<file path="src/rtl/proc_clock_sequencer_pkg.sv">
`default_nettype none
// +------------------------------------------------------------------+
// | proc_clock_sequencer_pkg: sequencer state encoding, sizing helper |
// | Rev 1.0                                                           |
// +------------------------------------------------------------------+
package proc_clock_sequencer_pkg;

  typedef enum logic [1:0] {
    ST_IDLE  = 2'd0,
    ST_RUN   = 2'd1,
    ST_STEP  = 2'd2,
    ST_BREAK = 2'd3
  } seq_state_e;

  function automatic int cnt_width(input int count);
    return (count > 1) ? $clog2(count) : 1;
  endfunction

endpackage
`default_nettype wire

</file>
<file path="src/rtl/proc_clock_sequencer_step_debouncer.sv">
`default_nettype none
// +------------------------------------------------------------------+
// | step_debouncer: 2-FF sync, stability counter, press pulse         |
// | Rev 1.0                                                           |
// +------------------------------------------------------------------+
module step_debouncer
  import proc_clock_sequencer_pkg::*;
#(
  parameter int DEBOUNCE = 500000
) (
  input  logic Clock,
  input  logic Reset,
  input  logic iRaw,
  output logic oPress
);

  localparam int                CNT_W   = cnt_width(DEBOUNCE);
  localparam logic [CNT_W-1:0]  CNT_MAX = CNT_W'(DEBOUNCE - 1);

  logic             sync1_q, sync2_q;
  logic             stable_d, stable_q;
  logic             press_d, press_q;
  logic [CNT_W-1:0] cnt_d, cnt_q;

  // Counter only advances across consecutive disagreeing cycles.
  always_comb begin
    stable_d = stable_q;
    press_d  = 1'b0;
    cnt_d    = '0;
    if (sync2_q != stable_q) begin
      if (cnt_q == CNT_MAX) begin
        stable_d = sync2_q;
        press_d  = sync2_q;
      end else begin
        cnt_d = cnt_q + CNT_W'(1);
      end
    end
  end

  always_ff @(posedge Clock) begin
    if (Reset) begin
      sync1_q  <= 1'b0;
      sync2_q  <= 1'b0;
      stable_q <= 1'b0;
      press_q  <= 1'b0;
      cnt_q    <= '0;
    end else begin
      sync1_q  <= iRaw;
      sync2_q  <= sync1_q;
      stable_q <= stable_d;
      press_q  <= press_d;
      cnt_q    <= cnt_d;
    end
  end

  assign oPress = press_q;

endmodule
`default_nettype wire

</file>
<file path="src/rtl/proc_clock_sequencer.sv">
`default_nettype none
// +------------------------------------------------------------------+
// | proc_clock_sequencer: run / single-step / breakpoint proc clock   |
// | Rev 1.0                                                           |
// +------------------------------------------------------------------+
module proc_clock_sequencer
  import proc_clock_sequencer_pkg::*;
#(
  parameter int HALF_PERIOD = 16777216,
  parameter int DEBOUNCE    = 500000,
  parameter int PC_W        = 16
) (
  input  logic            Clock,
  input  logic            Reset,
  input  logic            iRun,
  input  logic            iStep,
  input  logic            iBpEn,
  input  logic [PC_W-1:0] iBpAddr,
  input  logic [PC_W-1:0] iPC,
  output logic            oProcClock,
  output logic            oTick,
  output logic            oHalted,
  output logic [1:0]      oState
);

  localparam int               CNT_W   = cnt_width(HALF_PERIOD);
  localparam logic [CNT_W-1:0] CNT_MAX = CNT_W'(HALF_PERIOD - 1);

  seq_state_e       state_d, state_q;
  logic [CNT_W-1:0] cnt_d, cnt_q;
  logic             proc_clk_d, proc_clk_q;
  logic             tick_d, tick_q;
  logic             halted_d, halted_q;
  logic             skip_bp_d, skip_bp_q;
  logic             run_prev_d, run_prev_q;
  logic             step_press, phase_end, bp_hit, run_rise;

  step_debouncer #(
    .DEBOUNCE (DEBOUNCE)
  ) u_step_debouncer (
    .Clock  (Clock),
    .Reset  (Reset),
    .iRaw   (iStep),
    .oPress (step_press)
  );

  assign phase_end  = (cnt_q == CNT_MAX);
  assign bp_hit     = iBpEn && (iPC == iBpAddr) && !skip_bp_q;
  assign run_rise   = iRun && !run_prev_q;
  assign run_prev_d = iRun;

  always_comb begin
    state_d    = state_q;
    cnt_d      = cnt_q;
    proc_clk_d = proc_clk_q;
    tick_d     = 1'b0;
    skip_bp_d  = skip_bp_q;
    case (state_q)
      ST_IDLE: begin
        cnt_d      = '0;
        proc_clk_d = 1'b0;
        if (iRun) begin
          state_d = ST_RUN;
        end else if (step_press) begin
          state_d    = ST_STEP;
          proc_clk_d = 1'b1;
          tick_d     = 1'b1;
        end
      end
      ST_RUN: begin
        cnt_d = phase_end ? '0 : cnt_q + CNT_W'(1);
        if (!proc_clk_q) begin
          if (!iRun) begin
            state_d = ST_IDLE;
            cnt_d   = '0;
          end else if (phase_end) begin
            // Breakpoint is evaluated just before the rising edge would issue.
            if (bp_hit) begin
              state_d = ST_BREAK;
            end else begin
              proc_clk_d = 1'b1;
              tick_d     = 1'b1;
              skip_bp_d  = 1'b0;
            end
          end
        end else if (phase_end) begin
          proc_clk_d = 1'b0;
          if (!iRun) state_d = ST_IDLE;
        end
      end
      ST_STEP: begin
        cnt_d = phase_end ? '0 : cnt_q + CNT_W'(1);
        if (phase_end) begin
          proc_clk_d = 1'b0;
          state_d    = iRun ? ST_RUN : ST_IDLE;
        end
      end
      ST_BREAK: begin
        cnt_d      = '0;
        proc_clk_d = 1'b0;
        if (step_press) begin
          state_d    = ST_STEP;
          skip_bp_d  = 1'b1;
          proc_clk_d = 1'b1;
          tick_d     = 1'b1;
        end else if (run_rise) begin
          state_d   = ST_RUN;
          skip_bp_d = 1'b1;
        end
      end
      default: state_d = ST_IDLE;
    endcase
  end

  assign halted_d = (state_d == ST_BREAK);

  always_ff @(posedge Clock) begin
    if (Reset) begin
      state_q    <= ST_IDLE;
      cnt_q      <= '0;
      proc_clk_q <= 1'b0;
      tick_q     <= 1'b0;
      halted_q   <= 1'b0;
      skip_bp_q  <= 1'b0;
      run_prev_q <= 1'b0;
    end else begin
      state_q    <= state_d;
      cnt_q      <= cnt_d;
      proc_clk_q <= proc_clk_d;
      tick_q     <= tick_d;
      halted_q   <= halted_d;
      skip_bp_q  <= skip_bp_d;
      run_prev_q <= run_prev_d;
    end
  end

  assign oProcClock = proc_clk_q;
  assign oTick      = tick_q;
  assign oHalted    = halted_q;
  assign oState     = state_q;

endmodule
`default_nettype wire

</file>
<file path="config.mk">
export PLATFORM = sky130hd
export DESIGN_NAME = proc_clock_sequencer
export DESIGN_NICKNAME = d
export VERILOG_FILES = /design/src/rtl/proc_clock_sequencer_pkg.sv /design/src/rtl/proc_clock_sequencer_step_debouncer.sv /design/src/rtl/proc_clock_sequencer.sv
export SDC_FILE = /design/constraint.sdc
export NUM_CORES = 1
export LEC_CHECK = 0
export BUFFER_PORTS_ARGS = -buffer_cell sky130_fd_sc_hd__buf_4
export CORE_AREA = 2 2 74 76
export CTS_BUF_LIST = sky130_fd_sc_hd__clkbuf_4 sky130_fd_sc_hd__clkbuf_8
export DETAILED_ROUTE_END_ITERATION = 7
export DIE_AREA = 0 0 76 78
export PLACE_DENSITY = 0.73
export SLEW_MARGIN = 20
export SYNTH_ARGS = -nofsm -noshare
export SYNTH_HDL_FRONTEND = slang
export SYNTH_SLANG_ARGS = --single-unit
</file>
<file path="constraint.sdc">
create_clock -name Clock -period 1.8 [get_ports Clock]
set_input_delay 0.18 -clock Clock [delete_from_list [all_inputs] [get_ports Clock]]
set_output_delay 0.18 -clock Clock [all_outputs]
set_load 0.005 [all_outputs]
</file>
==> results by stage <==
Hold path:
- The worst hold path belongs to the class primary input to flip-flop.
- Counting instances, the worst hold path has a depth of 2.

Synthesis:
- The count of different cell masters after synthesis is 38.
- The net count after synthesis is 335.
- During synthesis, Yosys emitted a total of 0 warnings.
- The cell area that synthesis handed to floorplanning was 2560 sq um.
- Yosys mapped a number of flops with a built-in enable equal to 0.
- After synthesis the netlist holds a flip-flop and latch count of 54.
- The dominant synthesized flop cell is dfxtp_1.
- Of the synthesized area, sequential elements account for 42.2%.
- The gate count of the mapped netlist is 296.
- The post-synthesis async set-or-reset flop share is 0%.
- The synthesized area per cell is 8.64 sq um.

Floorplan:
- The core footprint is 5040 sq um.
- In this run the count of I/O pins placed on the die edge is 42.
- The area enclosed by the die boundary is 5930 sq um.
- The die height is 78 microns.
- The effective utilization at floorplan is 50.7%.
- The horizontal die dimension is 76 microns.
- Row generation in the floorplan step produced 26 rows.

Timing:
- The number of setup violations in the final report is 0.
- The number of hold-slack violations in the final timing report is 0.
- The clock period minus worst slack is 1.68 ns.
- The worst clock skew on the final layout is 0.00632 ns.
- The slew at the pin closest to its max-slew limit is 0.434 ns.
- The part of the cycle the worst path needs is 93.3%.
- The worst-case headroom to the max-slew limit is 70.8%.
- The worst path meets setup with 0.121 ns of slack.
- The number of pins exceeding their max-slew limit in the final report is 0.
- The highest attainable clock frequency is 596 MHz.
- The total negative slack is 0 ns.

Pwr:
- The worst ir drop on vdd is 0.000326 V.
- The total power after layout is 0.00216 W.
- Power spread over the standard cell area amounts to 678 nW/um^2.
- Summed over all cells, the static leakage comes to 1.13 nW.

Final layout:
- The share of post-route cells with drive strength above 1 is 21.2%.
- The register with the most flip-flops in the layout has 24 of them.
- Compared with the post-synthesis result, the final layout area differs by 24.6%.
- The area of all placed cells without fillers is 3190 sq um.
- At the end of the flow, the number of nets in the layout was 392.
- Leaving out fill and tap cells, the most frequent cell in the layout is buf_4.
- The area used by multi-input combinational logic is 1440 sq um.
- The combined flip-flop and latch cell area is 1080 sq um.
- More flip-flops sit in one register than any other, and that register is cnt_q.
- The top cell types in the final layout, fill and taps aside, are 56 x buf_4, 53 x nor2_1, 52 x dfxtp_1, 38 x xnor2_1.
- The final antenna diode count is 0.
- After filler insertion, the fill cell instance count of the layout stands at 426.

Clock tree:
- The longest clock path from root to sink contains 2 buffers.
- After clock tree synthesis, the clock-pin slew on the worst setup and hold paths is 0.09 ns.
- The tree is rooted in a clkbuf_8.
- The number of sinks driven by the clock tree is 54.
- The clock latency reported for the late side of the worst-skew pair is 0.30 ns.
- TritonCTS created 5 clock buffers.
- The number of hold buffers added after CTS was 0.
- CTS built an H-tree with a depth of 2.
- The TritonCTS clock tree is done.

Critical path:
- Data on the critical path is required at its endpoint by 1.99 ns.
- Traced cell by cell, the critical path runs through and4_1, and4_1, nand4_1, mux2i_1, or2_2.
- The category of the worst setup path launch point is a flip-flop.
- The total stage count of the critical path is 5.
- Counting stages on the worst path, the most repeated cell is and4_1.
- The worst register-to-register path has a depth of 5.
- STA classifies the critical path endpoint as a flip-flop.
- The critical path in this run is classified as flip-flop to flip-flop.
- The maximum fanout along the worst path is 6.
- The critical path contains buffers and inverters numbering 0 combined.
- The family of cells with the greatest summed delay on the critical path is simple AND/OR/NAND/NOR gates.
- The cell at the slowest stage of the critical path is dfxtp_1.
- For this run, the slowest stage of the critical path takes 0.37 ns.
- The endpoint arrival time on the critical path is 1.87 ns.

GRT:
- The maximum number of pins on one net before global-route repair is 24.
- The number of global-route vias before repair came to 2,014.
- The combined global-route utilization of all metal layers is 17.1%.
- The number of antenna violations at the first check in global routing is 0.
- The first global-routing pass estimated 8.31 mm of wire.
- The total overflow reported by the global router is 0.

Placement:
- The placed instances occupy a cell area of 3030 sq um.
- The count of buffers from port buffering is 41.
- The worst slack after detailed placement is 0.0157 ns.
- Routability-driven placement finished with a final weighted congestion of 0.759.
- The wire-length estimate of the detail-placed layout is 3.67 mm.

Drt:
- The detailed router finished its first iteration with 65 violations.
- The final wirelength is 4.92 mm.
- Using the TritonRoute via totals, the vias-per-cell ratio works out to 5.06.
- The detailed-routing iteration count for the pre-antenna-repair pass is 4.
- The average wire length per cell after detail routing is 11.6 microns.
- The detail route stage leaves a number of antenna-violating nets equal to 0.
- Across all layers, the routed design uses 2,140 vias.
- For this run, design rule violations remaining after detail routing come to 0.

Status:
- The flow ran to the end, and the final reports show no timing, DRC or antenna violations.

Job:
- The number of max-cap violations is 0.
[report_power, final]
group / total (W) / switching (W) / internal, W
logic: 0.000141 / 0.0000518 / 0.0000896
registers: 0.00120 / 0.00000532 / 0.00120
clock network: 0.000817 / 0.000372 / 0.000445
[worst reg2reg max path, delay by kind of cell, from the launching register on]
family | cells | cell delay [ns]
and+or+nand+nor | 4 | 1.01
muxes | 1 | 0.20
DFF | 1 | 0.37
[repair_timing]
item / 4_1_cts / 5_1_grt
setup endpoints to repair: 1 / 48
pin swaps: 0 / 5
setup buffers: 0 / 2
gates resized for setup: 1 / 7
[area by class of cell]
cell class | instances | area share, %
timing repair buffer | 57 | 13.8
tap | 70 | 2.75
multi-input combinational | 227 | 45.0
inverter | 8 | 0.942
clock inverter | 1 | 0.942
sequential | 54 | 34.0
clock buffer | 6 | 2.59
[layer usage]
layer	wire (microns)	GRT usage (%)	part of all wire [%]	vias up
met5	0	0	0	-
met2	2310	29.6	47	53
li1	-	-	-	1116
met1	2290	20.9	47	966
met3	229	3.26	4.7	5
met4	82	7.09	1.7	0
[path summary, 6_finish.rpt]
kind | from | end | slack (ns)
setup / recovery | cnt_q[18] | oState[0] | 0.12
hold / removal | iStep | u_step_debouncer.sync1_q | 0.08
setup reg to reg | cnt_q[18] | oState[0] | 0.12
hold reg to reg | u_step_debouncer.sync1_q | u_step_debouncer.sync2_q | 0.44
[metrics by stage]
stage | hold WS (ns) | util [%] | instances
5_1_grt | 0.0984 | 63.3 | 423
3_3_place_gp | 0.391 | 60.2 | 414
6_report | 0.0832 | 63.3 | 423
4_1_cts | 0.0777 | 62.5 | 421
2_1_floorplan | 0.263 | - | 296
3_5_place_dp | 0.399 | 60.2 | 414
[cells by family (layout without fill, tap and decap cells)]
logic type | Yosys count | in the layout | synth area share (%)
xor+xnor | 56 | 56 | 19.2
simple gates | 149 | 149 | 30.1
compound gates | 18 | 18 | 4.11
flops | 54 | 54 | 42.2
mux | 2 | 2 | 0.782
buf+inv | 15 | 72 | 2.64
fa+ha+maj | 2 | 2 | 0.978
[Yosys cell counts, drive strengths merged, types with 2 or more instances]
master | n | area (sq um)
dfxtp | 54 | 1080
nor2 | 54 | 203
xnor2 | 38 | 333
nand3 | 18 | 90.1
xor2 | 18 | 158
nand2 | 17 | 63.8
nand4 | 15 | 100
nor3 | 10 | 50.1
a21oi | 8 | 40.0
inv | 8 | 30.0
and3 | 6 | 37.5
buf | 5 | 30.0
nor2b | 5 | 31.3
o21ai | 5 | 25.0
nor4 | 4 | 40.0
and4 | 3 | 26.3
nor4b | 3 | 26.3
and2 | 2 | 13.8
clkbuf | 2 | 7.51
ha | 2 | 25.0
mux2i | 2 | 20.0
nand2b | 2 | 12.5
nand3b | 2 | 15.0
nor3b | 2 | 15.0
or3 | 2 | 12.5
(Power assumes the default switching activity.)
